### src/rtl/game_scan_gen.sv
// game_scan_gen: VGA raster timing plus scan of the 224x288 game plane at an integer upscale.
// Latency: every output is registered one cycle behind the (hc,vc) position counters.
// Backpressure: none; this is a free-running source and the consumer has to keep pace with the pixel clock.
//
// Ports:
//   vga_pix_clk, rst        - pixel clock; synchronous active-high reset
//   hsync, vsync, vga_de    - physical monitor timing
//   display_enabled, sx, sy - game window flag and game-plane coordinates
//   game_pix_stb            - first physical pixel of each game pixel
//   frame_stb               - one pulse per frame, at position (0,0)
module game_scan_gen #(
  parameter int H_VISIBLE = 800,
  parameter int H_FRONT   = 40,
  parameter int H_SYNC    = 128,
  parameter int H_BACK    = 88,
  parameter int V_VISIBLE = 600,
  parameter int V_FRONT   = 1,
  parameter int V_SYNC    = 4,
  parameter int V_BACK    = 23,
  parameter bit SYNC_POL  = 1'b1,
  parameter int GAME_W    = 224,
  parameter int GAME_H    = 288,
  parameter int SCALE     = 2,
  parameter int H_OFF     = 176,
  parameter int V_OFF     = 12
) (
  input  logic                      vga_pix_clk,
  input  logic                      rst,
  output logic                      hsync,
  output logic                      vsync,
  output logic                      vga_de,
  output logic                      display_enabled,
  output logic [$clog2(GAME_W)-1:0] sx,
  output logic [$clog2(GAME_H)-1:0] sy,
  output logic                      game_pix_stb,
  output logic                      frame_stb
);

  localparam int H_TOTAL = H_VISIBLE + H_FRONT + H_SYNC + H_BACK;
  localparam int V_TOTAL = V_VISIBLE + V_FRONT + V_SYNC + V_BACK;

  // The counters carry one spare code so that every boundary constant,
  // including a full total, fits without truncation.
  localparam int HCW = $clog2(H_TOTAL + 1);
  localparam int VCW = $clog2(V_TOTAL + 1);
  localparam int SXW = $clog2(GAME_W);
  localparam int SYW = $clog2(GAME_H);
  localparam int SW  = (SCALE > 1) ? $clog2(SCALE) : 1;

  localparam logic [HCW-1:0] HC_LAST  = HCW'(H_TOTAL - 1);
  localparam logic [HCW-1:0] HC_VIS   = HCW'(H_VISIBLE);
  localparam logic [HCW-1:0] HC_OFF   = HCW'(H_OFF);
  localparam logic [HCW-1:0] HC_SPAN  = HCW'(GAME_W * SCALE);
  localparam logic [HCW-1:0] HS_START = HCW'(H_VISIBLE + H_FRONT);
  localparam logic [HCW-1:0] HS_LEN   = HCW'(H_SYNC);

  localparam logic [VCW-1:0] VC_LAST  = VCW'(V_TOTAL - 1);
  localparam logic [VCW-1:0] VC_VIS   = VCW'(V_VISIBLE);
  localparam logic [VCW-1:0] VC_OFF   = VCW'(V_OFF);
  localparam logic [VCW-1:0] VC_SPAN  = VCW'(GAME_H * SCALE);
  localparam logic [VCW-1:0] VS_START = VCW'(V_VISIBLE + V_FRONT);
  localparam logic [VCW-1:0] VS_LEN   = VCW'(V_SYNC);

  localparam logic [SW-1:0]  SUB_LAST = SW'(SCALE - 1);

  // Elaboration-time sanity of the window placement.
  if (SCALE < 1) begin : g_bad_scale
    $error("game_scan_gen: SCALE must be at least 1");
  end
  if (H_OFF + GAME_W * SCALE > H_VISIBLE) begin : g_bad_h
    $error("game_scan_gen: game window exceeds horizontal visible area");
  end
  if (V_OFF + GAME_H * SCALE > V_VISIBLE) begin : g_bad_v
    $error("game_scan_gen: game window exceeds vertical visible area");
  end

  logic [HCW-1:0] hc, hc_n;
  logic [VCW-1:0] vc, vc_n;
  logic [SW-1:0]  hsub, hsub_n, vsub, vsub_n;
  logic [SXW-1:0] gx, gx_n;
  logic [SYW-1:0] gy, gy_n;
  logic           line_end;
  logic           in_h, in_v, in_h_n, in_v_n;

  // Range checks use one unsigned subtract: positions left of/above the
  // window wrap to a value far larger than the span.
  always_comb begin
    line_end = (hc == HC_LAST);
    hc_n     = line_end ? '0 : hc + 1'b1;
    vc_n     = vc;
    if (line_end) begin
      vc_n = (vc == VC_LAST) ? '0 : vc + 1'b1;
    end

    in_h   = (hc   - HC_OFF) < HC_SPAN;
    in_v   = (vc   - VC_OFF) < VC_SPAN;
    in_h_n = (hc_n - HC_OFF) < HC_SPAN;
    in_v_n = (vc_n - VC_OFF) < VC_SPAN;
  end

  // hsub/gx track (hc-H_OFF) mod/div SCALE incrementally, zero outside.
  always_comb begin
    hsub_n = '0;
    gx_n   = '0;
    if (in_h_n && in_h) begin
      if (hsub == SUB_LAST) begin
        gx_n = gx + 1'b1;
      end else begin
        hsub_n = hsub + 1'b1;
        gx_n   = gx;
      end
    end
  end

  // vsub/gy advance only at the end of a line.
  always_comb begin
    vsub_n = vsub;
    gy_n   = gy;
    if (line_end) begin
      vsub_n = '0;
      gy_n   = '0;
      if (in_v_n && in_v) begin
        if (vsub == SUB_LAST) begin
          gy_n = gy + 1'b1;
        end else begin
          vsub_n = vsub + 1'b1;
          gy_n   = gy;
        end
      end
    end
  end

  always_ff @(posedge vga_pix_clk) begin
    if (rst) begin
      hc              <= '0;
      vc              <= '0;
      hsub            <= '0;
      vsub            <= '0;
      gx              <= '0;
      gy              <= '0;
      hsync           <= ~SYNC_POL;
      vsync           <= ~SYNC_POL;
      vga_de          <= 1'b0;
      display_enabled <= 1'b0;
      sx              <= '0;
      sy              <= '0;
      game_pix_stb    <= 1'b0;
      frame_stb       <= 1'b0;
    end else begin
      hc              <= hc_n;
      vc              <= vc_n;
      hsub            <= hsub_n;
      vsub            <= vsub_n;
      gx              <= gx_n;
      gy              <= gy_n;
      hsync           <= ((hc - HS_START) < HS_LEN) ? SYNC_POL : ~SYNC_POL;
      vsync           <= ((vc - VS_START) < VS_LEN) ? SYNC_POL : ~SYNC_POL;
      vga_de          <= (hc < HC_VIS) && (vc < VC_VIS);
      display_enabled <= in_h && in_v;
      sx              <= in_h ? gx : '0;
      sy              <= in_v ? gy : '0;
      game_pix_stb    <= in_h && in_v && (hsub == '0) && (vsub == '0);
      frame_stb       <= (hc == '0) && (vc == '0);
    end
  end

endmodule

### config.mk
export PLATFORM = sky130hd
export DESIGN_NAME = game_scan_gen
export DESIGN_NICKNAME = d
export VERILOG_FILES = /design/src/rtl/game_scan_gen.sv
export SDC_FILE = /design/constraint.sdc
export NUM_CORES = 1
export LEC_CHECK = 0
export ABC_AREA = 1
export CAP_MARGIN = 15
export CORE_MARGIN = 2
export CORE_UTILIZATION = 65
export CTS_BUF_LIST = sky130_fd_sc_hd__clkbuf_2
export DETAILED_ROUTE_END_ITERATION = 8
export PLACE_DENSITY = 0.89
export REMOVE_ABC_BUFFERS = 1
export SLEW_MARGIN = 20
export SYNTH_ARGS = -nofsm -noshare
export SYNTH_HDL_FRONTEND = slang
export SYNTH_SLANG_ARGS = --single-unit
### constraint.sdc
create_clock -name vga_pix_clk -period 4.82 [get_ports vga_pix_clk]
set_input_delay 0.964 -clock vga_pix_clk [delete_from_list [all_inputs] [get_ports vga_pix_clk]]
set_output_delay 0.964 -clock vga_pix_clk [all_outputs]
set_load 0.01 [all_outputs]
* Word level (Yosys, flattened, before mapping) *
Index checks and enable logic that the tools add are counted.

cells by class
  $add $sub $neg = 12
  $lt $le $gt $ge = 8
  equality and inequality tests = 3
  multiplexer cells = 9
  bitwise logic cells = 5
  reduce and logical (&&, ||, !) cells = 14

operators with widths
  kind                    count
  $lt 10x10->1 const B    3
  $lt 11x9->1 const B     2
  $sub 11x8->11 const B   2
  $mux 10                 2
  $sub 10x4->10 const B   2
  $mux 9                  2
  $add 11x1->11 const B   1
  $eq 11x11->1 const B    1
  $logic_not 11->1        1
  $lt 11x10->1 const B    1
  $lt 11x8->1 const B     1
  $mux 11                 1
  $sub 11x10->11 const B  1
  $add 10x1->10 const B   1
  $eq 10x10->1 const B    1
  $logic_not 10->1        1
  $lt 10x3->1 const B     1
  $sub 10x10->10 const B  1
  $add 9x1->9 const B     1
  $add 8x1->8 const B     1
  $logic_and 1x1->1       7
  $reduce_or 2->1         3
  $not 1->1               5
  $mux 1                  4
  4 further kinds         5

storage, ports and cells
  flip-flop bits (word level) = 63
  input bits = 2
  output and inout bits = 23
  logic and storage cells = 65

* Longest topological paths before layout *
Gate-level depths: netlist (run 1).

  depth after elaboration = 8
  mapped depth = 17
  gate-level depth less buffers = 17

* Worst setup path before layout (run 1) *
Ideal clock, no wire load.

  path type = register to register
  start = register hc[0]
  end = register gy[0]
  library setup time = 113 ps
  data arrival time = 1962 ps
  data required time = 4707 ps
  setup slack = 2745 ps
  cell stages (with the launch flop) = 13
  buffers on the path = 0
  clock period less this slack = 2075 ps
  cell sequence = dfxtp_1 -> ha_1 -> nand3_2 -> nor3_4 -> nand3_1 -> nand2_1 -> nand2_2 -> nor2_2 -> nand3_2 -> nand4_4 -> nand2_4 -> o21ai_1 -> nor2_1

between the ends
  word-level cells in the longest chain between the ends = 7
  elaborated cells on any way between the ends = 8
  classes of those cells = add/sub (1); order compare (1); eq/ne (2); mux (2); reduce/logical (2)

ends and longest elaborated chain
  item                        line  source
  start, declared             77    logic [HCW-1:0] hc, hc_n;
  start signal, assigned      150   hc <= hc_n;
  $eq 11x11->1 (*)            88    line_end = (hc == HC_LAST);
  $mux 10                     91    if (line_end) begin
  $sub 10x4->10               98    in_v_n = (vc_n - VC_OFF) < VC_SPAN;
  $lt 10x10->1                98
  $logic_and 1x1->1           122   if (in_v_n && in_v) begin
  $ne 2x2->1 (no line)        -
  $reduce_and 2->1 (no line)  -
  end signal, assigned        155   gy <= gy_n;
  end, declared               81    logic [SYW-1:0] gy, gy_n;

Every way passes the cells marked *; elsewhere a longest branch is shown, timed or not.
A chain may end at the register's enable or synchronous reset.

* Worst setup path in the final report (run 1) *
  start = register hc[0]
  end = register gy[8]

Same word-level chain as after synthesis.

==> results of run 1 <==
==> flip-flops by register name (all words and copies together) (netlist names), 8 cells and up <==
name / count
sx: 8
gx: 8
sy: 9
hc: 11
vc: 10
gy: 9
==> synthesized netlist by cell type <==
master | n | area [sq um]
or2_2 | 1 | 6.26
nand3_2 | 5 | 50.1
o21ai_0 | 15 | 75.1
nor2_1 | 84 | 315
inv_2 | 3 | 11.3
nor2_2 | 3 | 18.8
nand3b_1 | 3 | 22.5
o21ai_1 | 3 | 15.0
a211oi_1 | 2 | 15.0
nand2_2 | 2 | 12.5
nand2_4 | 3 | 33.8
nand3_1 | 27 | 135
nand4_4 | 1 | 21.3
a21oi_1 | 16 | 80.1
nor3_4 | 1 | 16.3
clkbuf_1 | 3 | 11.3
nor3b_1 | 2 | 15.0
a2111oi_0 | 2 | 17.5
o211ai_1 | 2 | 15.0
a31oi_1 | 1 | 6.26
xor2_1 | 14 | 123
ha_1 | 8 | 100
nand2_1 | 86 | 323
buf_6 | 1 | 11.3
dfxtp_1 | 63 | 1260
nand4_1 | 9 | 56.3
inv_1 | 66 | 248
nor2_4 | 1 | 11.3
nor3_1 | 10 | 50.1
==> layout make-up <==
type | instances | area share [%]
multi-input cells | 301 | 43.4
flip-flops and latches | 63 | 35.7
inverters | 69 | 7.33
repair buffers | 24 | 6.80
clock inverters | 7 | 3.61
well taps | 54 | 1.91
clock buffers | 9 | 1.27
==> stage by stage <==
step                hold slack (ns)  utilization, %
global route                  0.464            76.4
detailed placement            0.440            72.6
floorplan                     0.412               -
CTS                           0.463            76.4
global placement              0.428            72.6
finish                        0.469            76.4
==> logic make-up (layout without fill, tap and decap cells) <==
| kind of cell | Yosys count | after routing | synth area share [%] |
|---|---|---|---|
| adders and majority gates | 8 | 8 | 3.25 |
| buffers and inverters | 73 | 109 | 9.15 |
| xor gates and xnor gates | 14 | 14 | 3.99 |
| AOI/OAI and AO/OA | 41 | 41 | 7.28 |
| and+or+nand+nor | 238 | 238 | 35.3 |
| DFF | 63 | 63 | 41.0 |
==> critical path: stages (launching register included) <==
cell     delay, ns
dfxtp_1       0.43
ha_1          0.25
nand4_1       0.26
nor2_2        0.62
nand2_1       0.20
nor2_1        0.13
nand2_1       0.06
nand3_1       0.14
inv_1         0.09
nand2_4       0.10
nand3_2       0.16
nor2_1        0.16
nand3_1       0.10
a21oi_1       0.15
==> power by group through the flow <==
stage / Clock (mW) / Combinational (mW) / Sequential, mW
5_1_grt: 0.476 / 0.0211 / 0.529
2_1_floorplan: 0 / 0.00932 / 0.538
4_1_cts: 0.458 / 0.0188 / 0.528
3_3_place_gp: 0 / 0.0180 / 0.538
3_5_place_dp: 0 / 0.0184 / 0.538
6_report: 0.459 / 0.0189 / 0.528
==> routing by layer <==
metal | up-vias | share of wire [%] | global-route usage, %
met5 | - | 0 | 0
met4 | 0 | 3.2 | 15.0
met3 | 27 | 6.6 | 4.56
met2 | 122 | 49 | 49.1
met1 | 1316 | 41 | 34.8
li1 | 1443 | - | -
==> worst paths after layout <==
| check | cells past startpoint | startpoint | endpoint |
|---|---|---|---|
| hold / removal | 2 | gx[7]$_SDFFE_PP0P_ | sx[7]$_SDFF_PP0_ |
| setup reg to reg | 13 | hc[0]$_SDFF_PP0_ | gy[8]$_SDFFE_PP0P_ |
| hold reg to reg | 2 | gx[7]$_SDFFE_PP0P_ | sx[7]$_SDFF_PP0_ |
| setup / recovery | 13 | hc[0]$_SDFF_PP0_ | gy[8]$_SDFFE_PP0P_ |
==> metrics.md, run 1 <==
| Metric | Value |
|---|---|
| Placed Cells incl. Taps | `511` |
| Fillers | `360` |
| Area of placed instances | `0.00336 sq mm` |
| Cell area after layout | `0.00353 sq mm` |
| Average routed wire per standard cell | `13.8 um` |
| GPL Wtd Cong | `0.953` |
| Slew HR | `37.4%` |
| Initial Utilization | `66.5%` |
| Largest net degree at the start of global routing | `25` |
| Worst-path clk slew | `0.22 ns` |
| Yosys warns | `0` |
| Core Region | `0.00463 sq mm` |
| Clk sink count | `63` |
| Register area share after synthesis | `41.0%` |
| Cell Int Power | `0.765 mW` |
| Row count | `25` |
| Gate Count Post-Synth | `437` |
| CTS H-Tree Depth | `3` |
| Peak VDD IR | `0.185 mV` |
| CP Max Fanout | `14` |
| Fin Clk Skew | `0.0279 ns` |
| Net Sw Frac | `24.0%` |
| Antenna violations before repair | `0` |
| Die H | `72.8 um` |
| Ant diodes | `0` |
| RSZ-0062 raised after global routing | `no` |
| Final Hold Fails | `0` |
| Die width | `72.8 um` |
| Number of CTS-inserted buffers | `9` |
| Share of power burned in combinational logic | `1.9%` |
| Seq cells post-synth | `63` |
| CTS tree | `done` |
| Worst skew pair latency | `0.52 ns` |
| Least-Margin Pin Slew | `0.937 ns` |
| Final Cycle Share | `60.6%` |
| Most used cells in the layout excluding fill and tap cells | `86 x nand2_1, 84 x nor2_1, 66 x inv_1` |
| Max_cap viols | `0` |
| Register area | `0.00126 sq mm` |
| R2R Setup Slk | `1.90 ns` |
| Starting DRT DRC Count | `226` |
| Clock network fraction of total power | `45.6%` |
| Full die area | `0.00530 sq mm` |
| PnR Total Power | `1.01 mW` |
| Critical Path Sink Type | `flop` |
| CTS max path bufs | `2` |
| Final setup vio count | `0` |
| Root Driver | `clkbuf_2` |
| Setup slack at placement | `1.79 ns` |
| HP Class | `reg -> reg` |
| Antenna viol nets, final | `0` |
| Mapped cell area | `0.00308 sq mm` |
| Commonest non-fill, non-tap cell in the layout | `nand2_1` |
| FMAX | `342 MHz` |
| Final instance count without filler cells | `527` |
| CP required | `5.25 ns` |
| First-pass iteration count of the detailed router | `5` |
| Detail Placement HPWL | `4970 um` |
| CP arrival | `3.35 ns` |
| Netlist cell types | `29` |
| Final nets | `478` |
| Avg Vias per Cell | `5.52` |
| Residual DRC | `0` |
| # hold bufs at CTS | `0` |
| Crit path launch type | `flop` |
| PwrDens | `285 mW/mm^2` |
| Layout cells sized above 1 | `7.61%` |
| Area of the multi-input gates | `0.00153 sq mm` |
| Number of port buffers | `24` |
| P_leak | `1.47 nW` |
| Vias in the first global route | `2678` |
| Post-cts repair resize count | `0` |
| Gr usage total | `28.8%` |
| Fin crit period | `2.92 ns` |
| Vias post-DR | `2908` |
| Setup TNS Final | `0 ns` |
| Avg Synthesized Cell Area | `7.04 sq um` |
| Switching power total | `0.242 mW` |
| Flop pwr share | `52.5%` |
| Setup bufs post-CTS | `0` |
| Post-route setup slack | `1.90 ns` |
| Layout area overhead | `14.9%` |
| Crit Path Class | `reg -> reg` |
| GRT Residual Overflow | `0` |
| Final WL | `7270 um` |
| Max Slew Vio Count | `0` |
| I/O pin cnt | `25` |
| Global-route wire length before repair | `11800 um` |
| Status | `completed` |
(Power assumes the default switching activity.)
==> run 2: changes to the inputs <==
--- a/config.mk
+++ b/config.mk
@@ -8,10 +8,10 @@
 export ABC_AREA = 1
 export CAP_MARGIN = 15
 export CORE_MARGIN = 2
-export CORE_UTILIZATION = 65
+export CORE_UTILIZATION = 60
 export CTS_BUF_LIST = sky130_fd_sc_hd__clkbuf_2
 export DETAILED_ROUTE_END_ITERATION = 8
-export PLACE_DENSITY = 0.89
+export PLACE_DENSITY = 0.83
 export REMOVE_ABC_BUFFERS = 1
 export SLEW_MARGIN = 20
 export SYNTH_ARGS = -nofsm -noshare
==> constraint.sdc (replaced) <==
create_clock -name vga_pix_clk -period 2.85 [get_ports vga_pix_clk]
set_input_delay 0.57 -clock vga_pix_clk [delete_from_list [all_inputs] [get_ports vga_pix_clk]]
set_output_delay 0.57 -clock vga_pix_clk [all_outputs]
set_load 0.01 [all_outputs]
==> run 2 against run 1 <==
Maximum frequency up 14%. Global-route usage down 4.4 points. Critical path depth unchanged. Core utilization down 6.6 points. Sequential power up 69%. Setup slack worse by 1.6 ns. Clock power up 21%. Power up 47%. Clock skew down 0.0021 ns. Die area up 7.9%. Hold slack worse by 0.0041 ns. Largest power group unchanged.
==> metrics.md, run 2 (synthesis results as in run 1) <==
| Metric | Value |
|---|---|
| Die width | `75.6 um` |
| CTS H-Tree Depth | `3` |
| Number of port buffers | `24` |
| Max_cap viols | `0` |
| Crit Path Class | `reg -> reg` |
| Biggest register | `hc` |
| Gr usage total | `24.4%` |
| Initial Utilization | `61.0%` |
| Commonest non-fill, non-tap cell in the layout | `nand2_1` |
| I/O pin cnt | `25` |
| Layout cells sized above 1 | `8.00%` |
| Crit path launch type | `flop` |
| Hold Path Origin | `gx[7]$_SDFFE_PP0P_` |
| Fin crit period | `2.56 ns` |
| GRT Residual Overflow | `0` |
| FMAX | `391 MHz` |
| GPL Wtd Cong | `0.963` |
| CTS max path bufs | `2` |
| Ant diodes | `0` |
| Fillers | `440` |
| # hold bufs at CTS | `0` |
| Full die area | `0.00572 sq mm` |
| Starting DRT DRC Count | `127` |
| Most used cells in the layout excluding fill and tap cells | `86 x nand2_1, 84 x nor2_1, 66 x inv_1` |
| Cell area after layout | `0.00351 sq mm` |
| Vias post-DR | `2800` |
| Detail Placement HPWL | `4750 um` |
| Status | `completed` |
| Row count | `26` |
| Core Region | `0.00504 sq mm` |
| Slew HR | `55.7%` |
| HP Class | `reg -> reg` |
| CP Max Fanout | `10` |
| Critical path origin | `hc[0]$_SDFF_PP0_` |
| Global-route wire length before repair | `10800 um` |
| Worst-path clk slew | `0.20 ns` |
| Worst skew pair latency | `0.48 ns` |
| Vias in the first global route | `2536` |
| PwrDens | `421 mW/mm^2` |
| Avg Vias per Cell | `5.14` |
| Area of placed instances | `0.00340 sq mm` |
| Residual DRC | `0` |
| First-pass iteration count of the detailed router | `5` |
| Largest net degree at the start of global routing | `15` |
| Post-cts repair resize count | `0` |
| RSZ-0062 raised after global routing | `no` |
| Number of CTS-inserted buffers | `9` |
| P_leak | `1.45 nW` |
| Layout area overhead | `14.2%` |
| Final Cycle Share | `89.8%` |
| Antenna viol nets, final | `0` |
| Setup TNS Final | `0 ns` |
| Reg-to-Reg Start | `hc[0]$_SDFF_PP0_` |
| Final WL | `6330 um` |
| Setup bufs post-CTS | `0` |
| CTS tree | `done` |
| Least-Margin Pin Slew | `0.662 ns` |
| Root Driver | `clkbuf_2` |
| Max Slew Vio Count | `0` |
| Critical Path Sink Type | `flop` |
| Die H | `75.6 um` |
| Final nets | `480` |
| CP arrival | `2.97 ns` |
| Final setup vio count | `0` |
| Peak VDD IR | `0.280 mV` |
| R2R Setup Slk | `0.29 ns` |
| CP required | `3.26 ns` |
| Clk sink count | `63` |
| Antenna violations before repair | `0` |
| Fin Clk Skew | `0.0258 ns` |
| Leading registers by flop count | `hc x11, vc x10` |
| Average routed wire per standard cell | `11.6 um` |
| Final Hold Fails | `0` |
| Max reg flops | `11` |
[run 2: final cells by class]
type                    instances  area [sq um]  area share [%]
clock buffers                   9          45.0            1.28
clock inverters                 7          72.6            2.06
inverters                      69           259            7.37
multi-input cells             301          1530            43.6
flip-flops and latches         63          1260            35.9
well taps                      70          87.6            2.49
repair buffers                 26           255            7.26
[run 2: power by group]
group | switching, mW | internal [mW] | total [mW] | leakage (nW)
sequential | 0.00404 | 0.888 | 0.892 | 0.508
clock | 0.352 | 0.204 | 0.555 | 0.0683
combinational | 0.0191 | 0.0134 | 0.0325 | 0.870
total | 0.375 | 1.11 | 1.48 | 1.45
[run 2: layer usage]
metal	vias up	wire (um)	track usage (%)
li1	1445	-	-
met1	1244	2760	30.3
met2	90	3040	40.4
met3	21	361	4.89
met4	0	163	11.9
met5	-	0	0
[run 2: worst max-delay path, stage by stage (launching register included)]
cell     delay [ns]
dfxtp_1        0.41
ha_1           0.24
nand4_1        0.24
nor2_2         0.41
nand2_1        0.17
nor2_1         0.12
nand2_1        0.06
nand3_1        0.14
inv_1          0.09
nand2_4        0.09
nand4_4        0.19
nand2_4        0.15
nand2_1        0.05
a21oi_1        0.13
[run 2: path summary, 6_finish.rpt]
kind              cells after the start            endpoint
setup reg to reg                     13  gy[5]$_SDFFE_PP0P_
hold / removal                        2    sx[7]$_SDFF_PP0_
setup / recovery                     13  gy[5]$_SDFFE_PP0P_
hold reg to reg                       2    sx[7]$_SDFF_PP0_
[run 2: stage by stage]
stage                     instances  utilization, %  hold WS [ns]  setup slack, ns  power [mW]
after floorplan                 433               -         0.412            0.594       0.926
after global placement          529            67.4         0.429            0.435       0.942
after detailed placement        529            67.4         0.449            0.354       0.943
after CTS                       545            69.7         0.473            0.317        1.49
after global routing            545            69.7         0.465           0.0343        1.54
final                           545            69.7         0.465            0.292        1.48
==> patch (settings of run 2) <==
Set the parameter `H_SYNC` to 512 (it was 128).
--- a/src/rtl/game_scan_gen.sv
+++ b/src/rtl/game_scan_gen.sv
@@ -12,5 +12,5 @@
   parameter int H_VISIBLE = 800,
   parameter int H_FRONT   = 40,
-  parameter int H_SYNC    = 128,
+  parameter int H_SYNC    = 512,
   parameter int H_BACK    = 88,
   parameter int V_VISIBLE = 600,
Behaviour: no difference found for any inputs over 10 cycles, from zero or initial values and one cycle with rst high; that may be too few to reach the edited logic, so the function may still have changed.
==> patch against run 2 <==
Utilization is 0.61 points higher. First-iteration DRC count up 92%. Design area rose by 2.2%. Final cell count rose by 3.3%. Wire length is 8.6% higher. Synthesized area up 3.5%. Synthesized cell count is 5.5% higher. Power down 1.3%. Clock skew is 0.00091 ns lower. Sequential cell count unchanged. Setup slack better by 0.041 ns. Largest cell class unchanged. Largest power group unchanged. Highest routed layer unchanged.
==> patch: results (changes against run 2) <==
[metrics] Final Skew: 0.0249 ns (-0.000910 ns)
[metrics] detailed router's first-iteration violation count: 244 (+92%)
[metrics] global routing met3 resource utilization: 5.29% (+0.40 points)
[metrics] critical path endpoint: gy[4]
[metrics] post-synthesis cell type count: 33 (+14%)
[metrics] startpoint of the most critical hold path: gy[8]
[metrics] maximum number of pins on one net before global-route repair: 25 (+10)
[metrics] Internal Power: 1.10 mW (-0.16%)
[metrics] Detail Placement HPWL: 5.03 mm (+5.9%)
[metrics] GRT met1 Usage: 31.0% (+0.76 points)
[metrics] commonest cells in the netlist: sky130_fd_sc_hd__nand2_1 (95), sky130_fd_sc_hd__nor2_1 (86), sky130_fd_sc_hd__dfxtp_1 (63), sky130_fd_sc_hd__inv_1 (63), sky130_fd_sc_hd__nand3_1 (31)
[metrics] routed wire length: 6.87 mm (+8.6%)
[metrics] status: completed
[metrics] worst r2r path cells: 15 (+2)
[metrics] end point of the worst hold path: sy[8]
[metrics] IR Drop Worst-Case VDD: 305 uV (+9.1%)
[metrics] GRT met2 Usage: 40.5% (+0.14 points)
[metrics] highest clock frequency the design can meet: 397 MHz (+1.6%)
[metrics] worst-case hold slack: 0.449 ns (-0.0152 ns)
[metrics] GP Congestion: 0.924 (-4.1%)
[metrics] maximum fanout encountered on the critical timing path: 15 (+5)
[metrics] Pwr per Cell Area: 407 nW/um^2 (-3.4%)
[metrics] sum of met2 wire segment lengths after detailed routing: 3.15 mm (+3.4%)
[metrics] power in sequential cells: 0.891 mW (about the same)
[metrics] number of nets in the layout: 497 (+3.5%)
[metrics] via count of the first global-routing pass: 2742 (+8.1%)
[metrics] biggest area contributors in the synthesized netlist: sky130_fd_sc_hd__dfxtp_1 (40%), sky130_fd_sc_hd__nand2_1 (11%), sky130_fd_sc_hd__nor2_1 (10%), sky130_fd_sc_hd__inv_1 (7.4%), sky130_fd_sc_hd__nand3_1 (4.9%)
[metrics] Via-to-Cell Ratio: 5.24 (+2.0%)
[metrics] clock network latency to the later pin of the worst-skew pair: 0.51 ns (+0.03 ns)
[metrics] cell leakage power: 1.51 nW (+4.5%)
[metrics] max-slew headroom at the worst pin: 73.5% (+18 points)
[metrics] overall track demand over capacity in global routing: 24.8% (+0.45 points)
==> patch: kinds of logic after synthesis <==
family          after synthesis  share of synthesized area [%]
simple gates                263                           37.5
buf+inv                      79                           9.82
flops                        63                           39.6
compound gates               35                           6.48
xor+xnor                     14                           3.85
fa+ha+maj                     7                           2.75
==> patch: cell type report <==
| class | instances | area [sq um] |
|---|---|---|
| Timing Repair Buffer | 26 | 255 |
| Clock buffer | 10 | 50.0 |
| Sequential cell | 63 | 1260 |
| Tap cell | 70 | 87.6 |
| Clock inverter | 6 | 61.3 |
| Fill cell | 475 | 1520 |
| Inverter | 69 | 264 |
| Multi-Input combinational cell | 319 | 1610 |
==> patch: stage by stage <==
step,util [%],cells,area (sq um)
2_1_floorplan,-,451,3140
3_3_place_gp,68.1,547,3480
3_5_place_dp,68.1,547,3480
4_1_cts,70.3,563,3590
5_1_grt,70.3,563,3590
6_report,70.3,563,3590
